[config.mk]
export PLATFORM = sky130hd
export DESIGN_NAME = regfile_write_arbiter
export DESIGN_NICKNAME = d
export VERILOG_FILES = /design/src/rtl/regfile_arb_pkg.sv /design/src/rtl/write_slot.sv /design/src/rtl/regfile_write_arbiter.sv
export SDC_FILE = /design/constraint.sdc
export NUM_CORES = 1
export LEC_CHECK = 0
export ABC_AREA = 1
export CORE_MARGIN = 2
export CORE_UTILIZATION = 40
export DETAILED_ROUTE_END_ITERATION = 7
export PLACE_DENSITY = 0.64
export SYNTH_ARGS = -nofsm -noshare
export SYNTH_HDL_FRONTEND = slang
export SYNTH_SLANG_ARGS = --single-unit
[constraint.sdc]
create_clock -name Clk -period 2.1 [get_ports Clk]
set_input_delay 0.63 -clock Clk [delete_from_list [all_inputs] [get_ports Clk]]
set_output_delay 0.63 -clock Clk [all_outputs]
set_load 0.005 [all_outputs]
[src/rtl/regfile_arb_pkg.sv]
// Shared types and constants for the register-file write arbiter.
package regfile_arb_pkg;

    localparam int DEF_DATA_W = 32;
    localparam int DEF_ADDR_W = 5;

    // Writes to register 0 are architecturally discarded.
    localparam logic [DEF_ADDR_W-1:0] REG_ZERO = 5'd0;

    // Which slot, if any, owns the write port this cycle.
    typedef enum logic [1:0] {
        GNT_NONE = 2'd0,
        GNT_PIPE = 2'd1,
        GNT_ACC  = 2'd2
    } grant_e;

endpackage

[src/rtl/write_slot.sv]
// One-entry holding slot: valid/ready intake, register-0 drop, clear on grant.
module write_slot
    import regfile_arb_pkg::*;
#(
    parameter int DATA_W = DEF_DATA_W,
    parameter int ADDR_W = DEF_ADDR_W
) (
    input  logic              Clk,
    input  logic              Rst,
    input  logic              inValid,
    input  logic [ADDR_W-1:0] inReg,
    input  logic [DATA_W-1:0] inData,
    input  logic              grant,
    output logic              ready,
    output logic              held,
    output logic              load,
    output logic [ADDR_W-1:0] slotReg,
    output logic [DATA_W-1:0] slotData
);

    // Ready depends only on state, so a new entry can replace one issuing now.
    assign ready = ~held | grant;

    // A register-0 request completes its handshake but is never stored.
    assign load = inValid & ready & (inReg != ADDR_W'(REG_ZERO));

    // Slot storage: load new entry, otherwise release it when it issues.
    always_ff @(posedge Clk or negedge Rst) begin
        // NOTE: the payload is reset as well so nothing downstream ever sees X.
        if (!Rst) begin
            held     <= 1'b0;
            slotReg  <= '0;
            slotData <= '0;
        end else if (load) begin
            // NOTE: non-blocking assignments so every flop samples pre-edge values.
            held     <= 1'b1;
            slotReg  <= inReg;
            slotData <= inData;
        end else if (grant) begin
            held     <= 1'b0;
        end
    end

endmodule

[src/rtl/regfile_write_arbiter.sv]
// Shares the register-file write port between pipeline and SAD accelerator.
module regfile_write_arbiter
    import regfile_arb_pkg::*;
#(
    parameter int DATA_W       = DEF_DATA_W,
    parameter int ADDR_W       = DEF_ADDR_W,
    parameter int STARVE_LIMIT = 4
) (
    input  logic              Clk,
    input  logic              Rst,
    input  logic              pipe_valid,
    input  logic [ADDR_W-1:0] pipe_reg,
    input  logic [DATA_W-1:0] pipe_data,
    output logic              pipe_ready,
    input  logic              acc_valid,
    input  logic [ADDR_W-1:0] acc_reg,
    input  logic [DATA_W-1:0] acc_data,
    output logic              acc_ready,
    output logic              RegWrite,
    output logic [ADDR_W-1:0] WriteRegister,
    output logic [DATA_W-1:0] WriteData,
    output logic              busy
);

    localparam int CNT_W = 4;
    localparam logic [CNT_W-1:0] LIMIT = CNT_W'(STARVE_LIMIT);

    logic              heldPipe, heldAcc;
    logic              loadPipe, loadAcc;
    logic [ADDR_W-1:0] pipeRegQ, accRegQ;
    logic [DATA_W-1:0] pipeDataQ, accDataQ;
    grant_e            grantSel;
    logic              grantPipe, grantAcc;
    logic              accOlder;
    logic [CNT_W-1:0]  starveCnt;

    write_slot #(.DATA_W(DATA_W), .ADDR_W(ADDR_W)) pipeSlot (
        .Clk      (Clk),
        .Rst      (Rst),
        .inValid  (pipe_valid),
        .inReg    (pipe_reg),
        .inData   (pipe_data),
        .grant    (grantPipe),
        .ready    (pipe_ready),
        .held     (heldPipe),
        .load     (loadPipe),
        .slotReg  (pipeRegQ),
        .slotData (pipeDataQ)
    );

    write_slot #(.DATA_W(DATA_W), .ADDR_W(ADDR_W)) accSlot (
        .Clk      (Clk),
        .Rst      (Rst),
        .inValid  (acc_valid),
        .inReg    (acc_reg),
        .inData   (acc_data),
        .grant    (grantAcc),
        .ready    (acc_ready),
        .held     (heldAcc),
        .load     (loadAcc),
        .slotReg  (accRegQ),
        .slotData (accDataQ)
    );

    // Pick the winner: same-register hazards by age, else pipeline unless starving.
    always_comb begin
        // NOTE: default assigned first so every path drives grantSel (no latch).
        grantSel = GNT_NONE;
        if (heldPipe && heldAcc) begin
            if (pipeRegQ == accRegQ)
                grantSel = accOlder ? GNT_ACC : GNT_PIPE;
            else if (starveCnt == LIMIT)
                grantSel = GNT_ACC;
            else
                grantSel = GNT_PIPE;
        end else if (heldPipe) begin
            grantSel = GNT_PIPE;
        end else if (heldAcc) begin
            grantSel = GNT_ACC;
        end
    end

    assign grantPipe = (grantSel == GNT_PIPE);
    assign grantAcc  = (grantSel == GNT_ACC);
    assign busy      = heldPipe | heldAcc;

    // Age bit: set means the accelerator entry is older than the pipeline entry.
    always_ff @(posedge Clk or negedge Rst) begin
        if (!Rst)
            accOlder <= 1'b0;
        else if (loadPipe && heldAcc && !grantAcc)
            accOlder <= 1'b1;
        else if (loadAcc && heldPipe && !grantPipe)
            accOlder <= 1'b0;
        else if (grantSel != GNT_NONE)
            accOlder <= 1'b0;
    end

    // Count cycles the accelerator waits while held; saturate at the limit.
    always_ff @(posedge Clk or negedge Rst) begin
        if (!Rst)
            starveCnt <= '0;
        else if (!heldAcc || grantAcc)
            starveCnt <= '0;
        else if (starveCnt != LIMIT)
            starveCnt <= starveCnt + 1'b1;
    end

    // Registered write port; index/data hold their last value when idle.
    always_ff @(posedge Clk or negedge Rst) begin
        if (!Rst) begin
            RegWrite      <= 1'b0;
            WriteRegister <= '0;
            WriteData     <= '0;
        end else if (grantSel != GNT_NONE) begin
            RegWrite      <= 1'b1;
            WriteRegister <= grantAcc ? accRegQ  : pipeRegQ;
            WriteData     <= grantAcc ? accDataQ : pipeDataQ;
        end else begin
            RegWrite      <= 1'b0;
        end
    end

endmodule

# Yosys cells after proc, flatten, opt, wreduce, memory -nomap -nowiden
# Cells that the tools add are included.
[word_totals]
in_bits = 78
rom_bits = 0
latch_bits = 0
register_bits = 119
n_memories = 0
mem_bits_rw = 0
out_inout_bits = 41
[classes]
add_sub_neg = 1
eq_ne = 5
shifts = 0
mul = 0
order_cmp = 0
reduce_logical = 16
n_bitwise = 9
n_mux = 18
div = 0
[op_table]
columns = ["cell", "count"]
rows = [
  ["32-bit two-way mux", 1],
  ["2-bit two-way mux", 6],
  ["5-bit nonzero test", 2],
  ["1-bit two-way mux", 8],
  ["4-bit two-way mux", 2],
  ["2-bit nonzero test", 4],
  ["5-bit equality test", 1],
  ["1-bit logical AND", 5],
  ["5-bit two-way mux", 1],
  ["4-bit by 1-bit adder with 4-bit output (second input constant)", 1],
  ["1-bit bitwise AND", 4],
  ["4-bit by 3-bit equality test with 1-bit output (second input constant)", 1],
  ["4-bit by 3-bit inequality test with 1-bit output (second input constant)", 1],
  ["1-bit zero test", 3],
  ["1-bit bitwise OR", 3],
  ["3-bit nonzero test", 1],
  ["2-bit by 1-bit equality test with 1-bit output (second input constant)", 1],
  ["2-bit equality test (second input constant)", 1],
  ["1-bit NOT", 2],
  ["1-bit logical OR", 1],
]

# Longest topological paths before layout
# Gate-level depths: netlist (run 1).
[logic_depth]
word_depth = 12
mapped_depth = 12
depth_no_buf = 11

# Cells and area by module
# A second synthesis (run 1) with hierarchy kept.
[hier_totals]
cells_unflattened = 683
area_unflattened_um2 = 5482.8
[modules_own_cells]
columns = ["mod", "cells_per_inst", "area_each_um2", "instances"]
rows = [
  ["write_slot", 170, 1550.2, 2],
  ["regfile_write_arbiter", 343, 2382.3, 1],
]

# Least setup slack after synthesis (run 1)
# Ideal clock, no wire load.
[synth_path]
kind = "register to output"
startpoint = "register starveCnt[0]"
endpoint = "output port acc_ready"
n_path_buf = 1
t_arrival_ns = 1.305
required_time_ns = 1.470
path_stages_with_launch = 10
slack_ns = 0.165
path_cell_list = "dfrtp_1 inv_1 ha_1 nand2_1 inv_1 nand2_1 nand2_2 nand2_2 nand3_4 buf_2"
[synth_between]
elab_chain_len = 6
[synth_lines]
columns = ["element", "line", "rtl"]
rows = [
  ["from (decl)", "regfile_write_arbiter.sv:35", "logic [CNT_W-1:0] starveCnt;"],
  ["from (signal assigned)", "regfile_write_arbiter.sv:106", "starveCnt <= starveCnt + 1'b1;"],
  ["4-bit by 3-bit equality test with 1-bit output", "regfile_write_arbiter.sv:72", "else if (starveCnt == LIMIT)"],
  ["2-bit two-way mux", "regfile_write_arbiter.sv:72", ""],
  ["2-bit two-way mux", "regfile_write_arbiter.sv:70", "if (pipeRegQ == accRegQ)"],
  ["2-bit two-way mux", "regfile_write_arbiter.sv:69", "if (heldPipe && heldAcc) begin"],
  ["2-bit equality test", "regfile_write_arbiter.sv:84", "assign grantAcc = (grantSel == GNT_ACC);"],
  ["1-bit bitwise OR", "write_slot.sv:22", "assign ready = ~held | grant;"],
  ["to (decl)", "regfile_write_arbiter.sv:18", "output logic acc_ready,"],
]
# No other way between the ends.

# Worst setup path after layout (run 1)
[layout_path]
startpoint = "register accSlot.slotReg[0]"
endpoint = "output port acc_ready"
[layout_between]
elab_chain_len = 5
[layout_lines]
columns = ["element", "line", "rtl"]
rows = [
  ["from (decl)", "write_slot.sv:17", "output logic [ADDR_W-1:0] slotReg,"],
  ["from (signal assigned)", "write_slot.sv:37", "slotReg <= inReg;"],
  ["5-bit equality test", "regfile_write_arbiter.sv:70", ""],
  ["2-bit two-way mux", "regfile_write_arbiter.sv:70", ""],
  ["2-bit two-way mux", "regfile_write_arbiter.sv:69", ""],
  ["2-bit equality test", "regfile_write_arbiter.sv:84", ""],
  ["1-bit bitwise OR", "write_slot.sv:22", ""],
]
# No other way between the ends.

==> flow_summary.ini, run 1 <==
[run_status]
outcome = finished, violations left
violations = setup timing

[sta]
fin_crit_sh_pct = 111.1
period_minus_slack_ns = 2.333
whs_ns = 0.1319
hold_viol = 0
fmax_mhz = 428.7
slew_headroom_pct = 67.26
totalNegativeSetupSlack_ns = -2.822
tightest_slew_ns = 0.4911
slew_viol_final = 0
finClkSkew_ns = 0.01201
grt_setup_unrepaired = yes
setup_viol = 39
timing.final.ws_setup_ns = -0.2327

[pwr]
p_seq_share_pct = 37.6
comb_power_share_pct = 27.4
clkPwrFrac_pct = 35.0
p_per_area_nw_per_um2 = 1022
switching_share_pct = 29.06
cellLeakagePower_nw = 4.127
p_total_mw = 8.211
p_int_mw = 5.825
irDropWorstVdd_uv = 658.5
power.switching_mw = 2.386

[critical_path]
path_cells = inv_2, nand2_2, nand2_2, nor2_4, nand3_2, nand2_4, buf_6, nand2_4, nand3_4, buf_6
worstPathArrival_ns = 1.70
reg2reg_slack_ns = -0.09
cp_max_fo = 3
cp-start-kind = register
worst_ep_required_time_ns = 1.47
cp_top_family = simple AND/OR/NAND/NOR gates
worstReg2RegStart = accSlot.slotReg[0]
cp_num_buf_inv = 3
critPathLaunch = accSlot.slotReg[0]
cp_slowest_cell = dfrtp_1
critPathMaxStageDelay_ns = 0.41
critPathKind = register to output port
cp-end-kind = output port

[synthesis]
ys_ff_latch = 119
yosysTopAreaCellShare_pct = 51.92
ys_types = 30
synth_top_area_cell = dfrtp_1
ys.warnings.count = 0
synth_nets = 774
ys.flop_type = dfrtp_1
synth_edf_count = 0
synth_area_leaders = dfrtp_1 (52%), nand2_1 (18%), inv_1 (7.5%)
async_reset_ff_share_pct = 100.0
netlist_area_sq_um = 5736
synthCells = 694
yosysSeqAreaShare_pct = 51.92
syn_avg_cell_area_sq_um = 8.264

[clock_tree]
cts.reportedPaths.clkPinSlew_ns = 0.05
clock_path_buffers = 2
clock_latency_ns = 0.42
cts-root-buf = clkbuf_16
cts.sinks = 119
cts_buffers = 17
htreeDepth = 4
cts_tree = built

[floorplan]
io_pins = 119
die_area_sq_um = 15310
fp.coreArea_sq_um = 13930
die_y_um = 123.7
rows = 43
start_util_pct = 41.16
die_w_um = 123.7

[grt]
grt_max_degree = 52
grt_use_total_pct = 21.04
grt_antenna_before_repair = 0
overflow = 0
first_global_vias = 4962
grt_pass1_wl_um = 24290

[final_layout]
stdcell_count = 1039
drive_above_1_share_pct = 16.18
area_growth_pct = 40.05
nets = 926
diodes = 0

[route]
dr_total_vias = 4818
vias_per_cell = 4.637
drt_iter0_drc = 341
postRouteAntennaNets = 0
wl_um = 14990
wire_per_inst_um = 14.43
dr.pass1.iters = 5
drc = 0

[place]
io_buffers = 118
place_inst = 996
dp.final_hpwl_um = 10140
place.gp.congestion = 0.8117

[worst_hold_path]
hp-class = primary input to asynchronous set/reset pin

[job]
max_cap_viol_count = 0
-- worst reg2reg max path: stages (launching register included) --
cell and delay, ns:
dfrtp_1 0.41, inv_2 0.07, nand2_2 0.07, nand2_2 0.07, nor2_4 0.16, nand3_2 0.12
nand2_4 0.10, buf_6 0.11, nand2_4 0.04, nand3_4 0.06, buf_4 0.43, nand2_4 0.14
buf_12 0.18, nand2_1 0.08, nand2_1 0.05
-- power groups by stage --
stage | registers, mW | clock network [mW] | logic (mW)
3_5_place_dp | 3.12 | 0 | 2.15
3_3_place_gp | 3.10 | 0 | 2.11
4_1_cts | 3.09 | 2.91 | 2.24
2_1_floorplan | 3.08 | 0 | 1.07
5_1_grt | 3.15 | 3.04 | 2.52
6_report | 3.09 | 2.87 | 2.25
-- metal layers --
| layer | track usage, % | share of wire, % | up-vias |
|---|---|---|---|
| li1 | - | - | 2428 |
| met1 | 25.83 | 43 | 2270 |
| met2 | 36.54 | 51 | 115 |
| met3 | 4.853 | 4.9 | 5 |
| met4 | 6.889 | 0.59 | 0 |
| met5 | 0 | 0 | - |
-- flip-flops by register name, indices dropped and copies added, names as in the netlist --
signal and cells:
accSlot.held 1, pipeSlot.slotReg 5, accSlot.slotData 32, accSlot.slotReg 5, accOlder 1, WriteData 32, starveCnt 4, WriteRegister 5
RegWrite 1, pipeSlot.held 1, pipeSlot.slotData 32
-- synthesized netlist by cell type (2+ instances only) --
| master | n |
|---|---|
| buf_6 | 16 |
| nand3_4 | 2 |
| ha_1 | 2 |
| o21ai_2 | 20 |
| nand2_1 | 277 |
| o21ai_1 | 11 |
| clkbuf_1 | 9 |
| nor2_2 | 2 |
| nor2_1 | 3 |
| nand2_2 | 3 |
| o211ai_1 | 32 |
| inv_1 | 114 |
| o21ai_0 | 6 |
| dfrtp_1 | 119 |
| inv_2 | 3 |
| nor3_1 | 2 |
| xnor2_1 | 2 |
| o211ai_2 | 4 |
| nand3_1 | 45 |
| a21oi_1 | 3 |
| buf_2 | 10 |
-- cells in the final DEF, fill, tap and decap left out, types with 2 or more instances in the layout --
| cell | synthesis | layout |
|---|---|---|
| nand2_1 | 277 | 269 |
| dfrtp_1 | 119 | 117 |
| clkdlybuf4s50_1 | 0 | 114 |
| inv_1 | 114 | 110 |
| nand3_1 | 45 | 44 |
| buf_4 | 0 | 43 |
| o211ai_1 | 32 | 32 |
| o21ai_2 | 20 | 20 |
| clkbuf_16 | 0 | 17 |
| o21ai_1 | 11 | 11 |
| buf_12 | 0 | 9 |
| nand2_2 | 3 | 8 |
| inv_2 | 3 | 7 |
| o21ai_0 | 6 | 6 |
| clkinv_2 | 0 | 6 |
| nand2_4 | 1 | 4 |
| o211ai_2 | 4 | 4 |
| clkbuf_1 | 9 | 4 |
| nor2_4 | 0 | 3 |
| a21oi_1 | 3 | 3 |
| bufinv_16 | 0 | 3 |
| buf_6 | 16 | 3 |
| nand3_2 | 1 | 2 |
| nand3_4 | 2 | 2 |
| nor3_1 | 2 | 2 |
| nor2_1 | 3 | 2 |
| ha_1 | 2 | 2 |
| dfrtp_2 | 0 | 2 |
-- stage by stage --
stage | util (%) | instance area (sq um) | setup WS (ns)
floorplan | - | 5736 | 0.1647
global placement | 52.35 | 7295 | -0.09197
detailed placement | 52.35 | 7295 | -0.1613
CTS | 57.21 | 7973 | -0.2474
global route | 57.65 | 8033 | -0.3289
finish | 57.65 | 8033 | -0.2327
-- cell families (layout without fill, tap and decap cells) --
kind of cell	count (synthesis)	count (layout)	share of synthesized area, %
and+or+nand+nor	339	339	24.63
adders and majority gates	2	2	0.4362
buffers and inverters	154	319	12.41
DFF	119	119	51.92
xor gates and xnor gates	3	3	0.4582
AOI/OAI and AO/OA	77	77	10.14
-- final timing paths --
check,endpoint,depth (start not counted)
max,acc_ready,10
min,accSlot.slotReg[1],1
max reg2reg,accSlot.slotReg[3],14
min reg2reg,accSlot.slotData[19],2
max in group asynchronous,accSlot.slotData[20],2
min in group Clk,accSlot.slotData[19],2
-- what timing repair did --
action                                 4_1_cts  5_1_grt
setup endpoints to repair                   40       53
pin swaps                                    6        6
hold buffers                                 0        0
endpoints found under the hold margin        0        0
setup buffers                                7        4
cloned                                       0        0
gates resized for setup                     21       13
-- layout make-up --
class	instances	area [sq um]
clock buffers	22	454.2
clock inverters	10	127.6
fillers	1238	5902
inverters	117	439.2
multi-input cells	421	2120
flip-flops and latches	119	2980
well taps	180	225.2
repair buffers	170	1687
(Power assumes the default switching activity.)
==> run 2, diff against run 1 <==
--- a/config.mk
+++ b/config.mk
@@ -7,9 +7,9 @@
 export LEC_CHECK = 0
 export ABC_AREA = 1
 export CORE_MARGIN = 2
-export CORE_UTILIZATION = 40
+export CORE_UTILIZATION = 50
 export DETAILED_ROUTE_END_ITERATION = 7
-export PLACE_DENSITY = 0.64
+export PLACE_DENSITY = 0.77
 export SYNTH_ARGS = -nofsm -noshare
 export SYNTH_HDL_FRONTEND = slang
 export SYNTH_SLANG_ARGS = --single-unit
==> run 2 against run 1 <==
  * The run still ends with setup timing left
  * Clock power is 2% higher
  * Global-route usage is 5.0 points higher
  * Power is 1.8% higher
  * First-iteration DRC count is 30% higher
  * Register-to-register slack better by 0.05 ns
  * Sequential power hardly changed
==> flow_summary.ini, run 2 (synthesized netlist as in run 1, its figures left out) <==
[run_status]
outcome = finished, violations left
violations = setup timing

[critical_path]
critPathKind = register to output port
cp_slowest_cell = dfrtp_1
worstReg2RegEnd = accSlot.slotData[21]
critPathMaxStageDelay_ns = 0.39
worstReg2RegStart = accSlot.slotReg[0]
reg2reg_depth = 13
reg2reg_slack_ns = -0.04
cp-start-kind = register
cp_max_fo = 3
worst_ep_required_time_ns = 1.47
cp-end-kind = output port
path_cells = inv_2, nand2_2, nand2_2, nor2_4, nand3_2, nand2_4, nand2_4, nand3_4, buf_6
worstPathArrival_ns = 1.64

[route]
drc = 0
vias_per_cell = 5.127
postRouteAntennaNets = 0
wire_per_inst_um = 15.50
dr_total_vias = 5173
dr.pass1.iters = 5
wl_um = 15640
drt_iter0_drc = 444

[floorplan]
rows = 39
die_w_um = 111.1
die_area_sq_um = 12340
fp.coreArea_sq_um = 11320
io_pins = 119
die_y_um = 111.1
start_util_pct = 50.66

[final_layout]
reg.largest.list = WriteData (32), accSlot.slotData (32), pipeSlot.slotData (32)
area_growth_pct = 40.21
final_cell_mix = nand2_1 (270), dfrtp_1 (117), clkdlybuf4s50_1 (114)
drive_above_1_share_pct = 17.32
nets = 933
final_common_cell = nand2_1
nFillCells = 842
diodes = 0
fin_util_pct = 71.03

[sta]
totalNegativeSetupSlack_ns = -0.9354
slew_viol_final = 0
whs_ns = 0.1965
slew_headroom_pct = 62.30
period_minus_slack_ns = 2.275
tightest_slew_ns = 0.5655
fmax_mhz = 439.6
setup_viol = 33
fin_crit_sh_pct = 108.3
timing.final.ws_setup_ns = -0.1747
grt_setup_unrepaired = yes
hold_viol = 0
finClkSkew_ns = 0.01046

[clock_tree]
clock_path_buffers = 2
cts_buffers = 17
cts_hold_buf = 0
cts_tree = built
clock_latency_ns = 0.42
cts-root-buf = clkbuf_16
htreeDepth = 4
cts.reportedPaths.clkPinSlew_ns = 0.06
cts.sinks = 119

[place]
dp.final_hpwl_um = 9895
io_buffers = 118
place.gp.congestion = 0.8546

[grt]
grt_pass1_wl_um = 25410
first_global_vias = 5274
grt_antenna_before_repair = 0
overflow = 0
grt_use_total_pct = 26.04
grt_max_degree = 45

[pwr]
irDropWorstVdd_uv = 697.9
cellLeakagePower_nw = 4.162
p_per_area_nw_per_um2 = 1040

[worst_hold_path]
hp-class = primary input to asynchronous set/reset pin

[job]
max_cap_viol_count = 0
## run 2: area by class of cell
class	instances	area (sq um)	share of cell area [%]
clock buffers	24	511.7	6.364
clock inverters	8	92.59	1.151
well taps	143	178.9	2.225
repair buffers	177	1722	21.41
flip-flops and latches	119	2980	37.06
inverters	117	439.2	5.461
multi-input cells	421	2117	26.33
## run 2: worst max-delay path by stage
stage	start	endpoint	slack [ns]	cells past startpoint
5_1_grt	pipeSlot.slotReg[2]	acc_ready	-0.25	8
3_3_place_gp	starveCnt[0]	acc_ready	-0.11	9
4_1_cts	accSlot.slotReg[1]	acc_ready	-0.12	9
6_report	accSlot.slotReg[0]	acc_ready	-0.17	9
3_5_place_dp	starveCnt[0]	acc_ready	-0.16	9
2_1_floorplan	starveCnt[0]	acc_ready	0.16	9
## run 2: worst max-delay path, delay by kind of cell (launching register included)
family / cells / cell delay [ns]
AND/OR/NAND/NOR: 7 / 0.68
buffers and inverters: 2 / 0.15
flip-flops: 1 / 0.39
## run 2: repair_timing
action / 4_1_cts / 5_1_grt
resized for setup: 24 / 13
endpoints found under the hold margin: 0 / 0
buffers inserted: 16 / 6
setup endpoints to repair: 37 / 41
pin swaps: 7 / 8
## run 2: power breakdown
| part | internal [mW] | switching (mW) | total, mW |
|---|---|---|---|
| logic | 1.18 | 1.14 | 2.32 |
| registers | 2.79 | 0.310 | 3.10 |
| clock network | 1.92 | 1.01 | 2.94 |
| total | 5.90 | 2.46 | 8.36 |
## run 2: metrics by stage
step                      power [mW]  instance area, sq um  setup WS [ns]  cells
after CTS                      8.304                  7988        -0.1185   1005
final                          8.360                  8041        -0.1747   1009
after global placement         5.149                  7208        -0.1140    957
after detailed placement       5.228                  7208        -0.1576    957
after floorplan                4.149                  5736         0.1647    694
after global routing           8.769                  8041        -0.2535   1009
## run 2: routing by layer
layer | share of wire, % | global-route usage (%) | routed length, um
met1 | 41 | 31.84 | 6348
met2 | 51 | 44.38 | 7999
met3 | 5.5 | 6.834 | 861
met4 | 2.7 | 10.04 | 429
met5 | 0 | 0 | 0
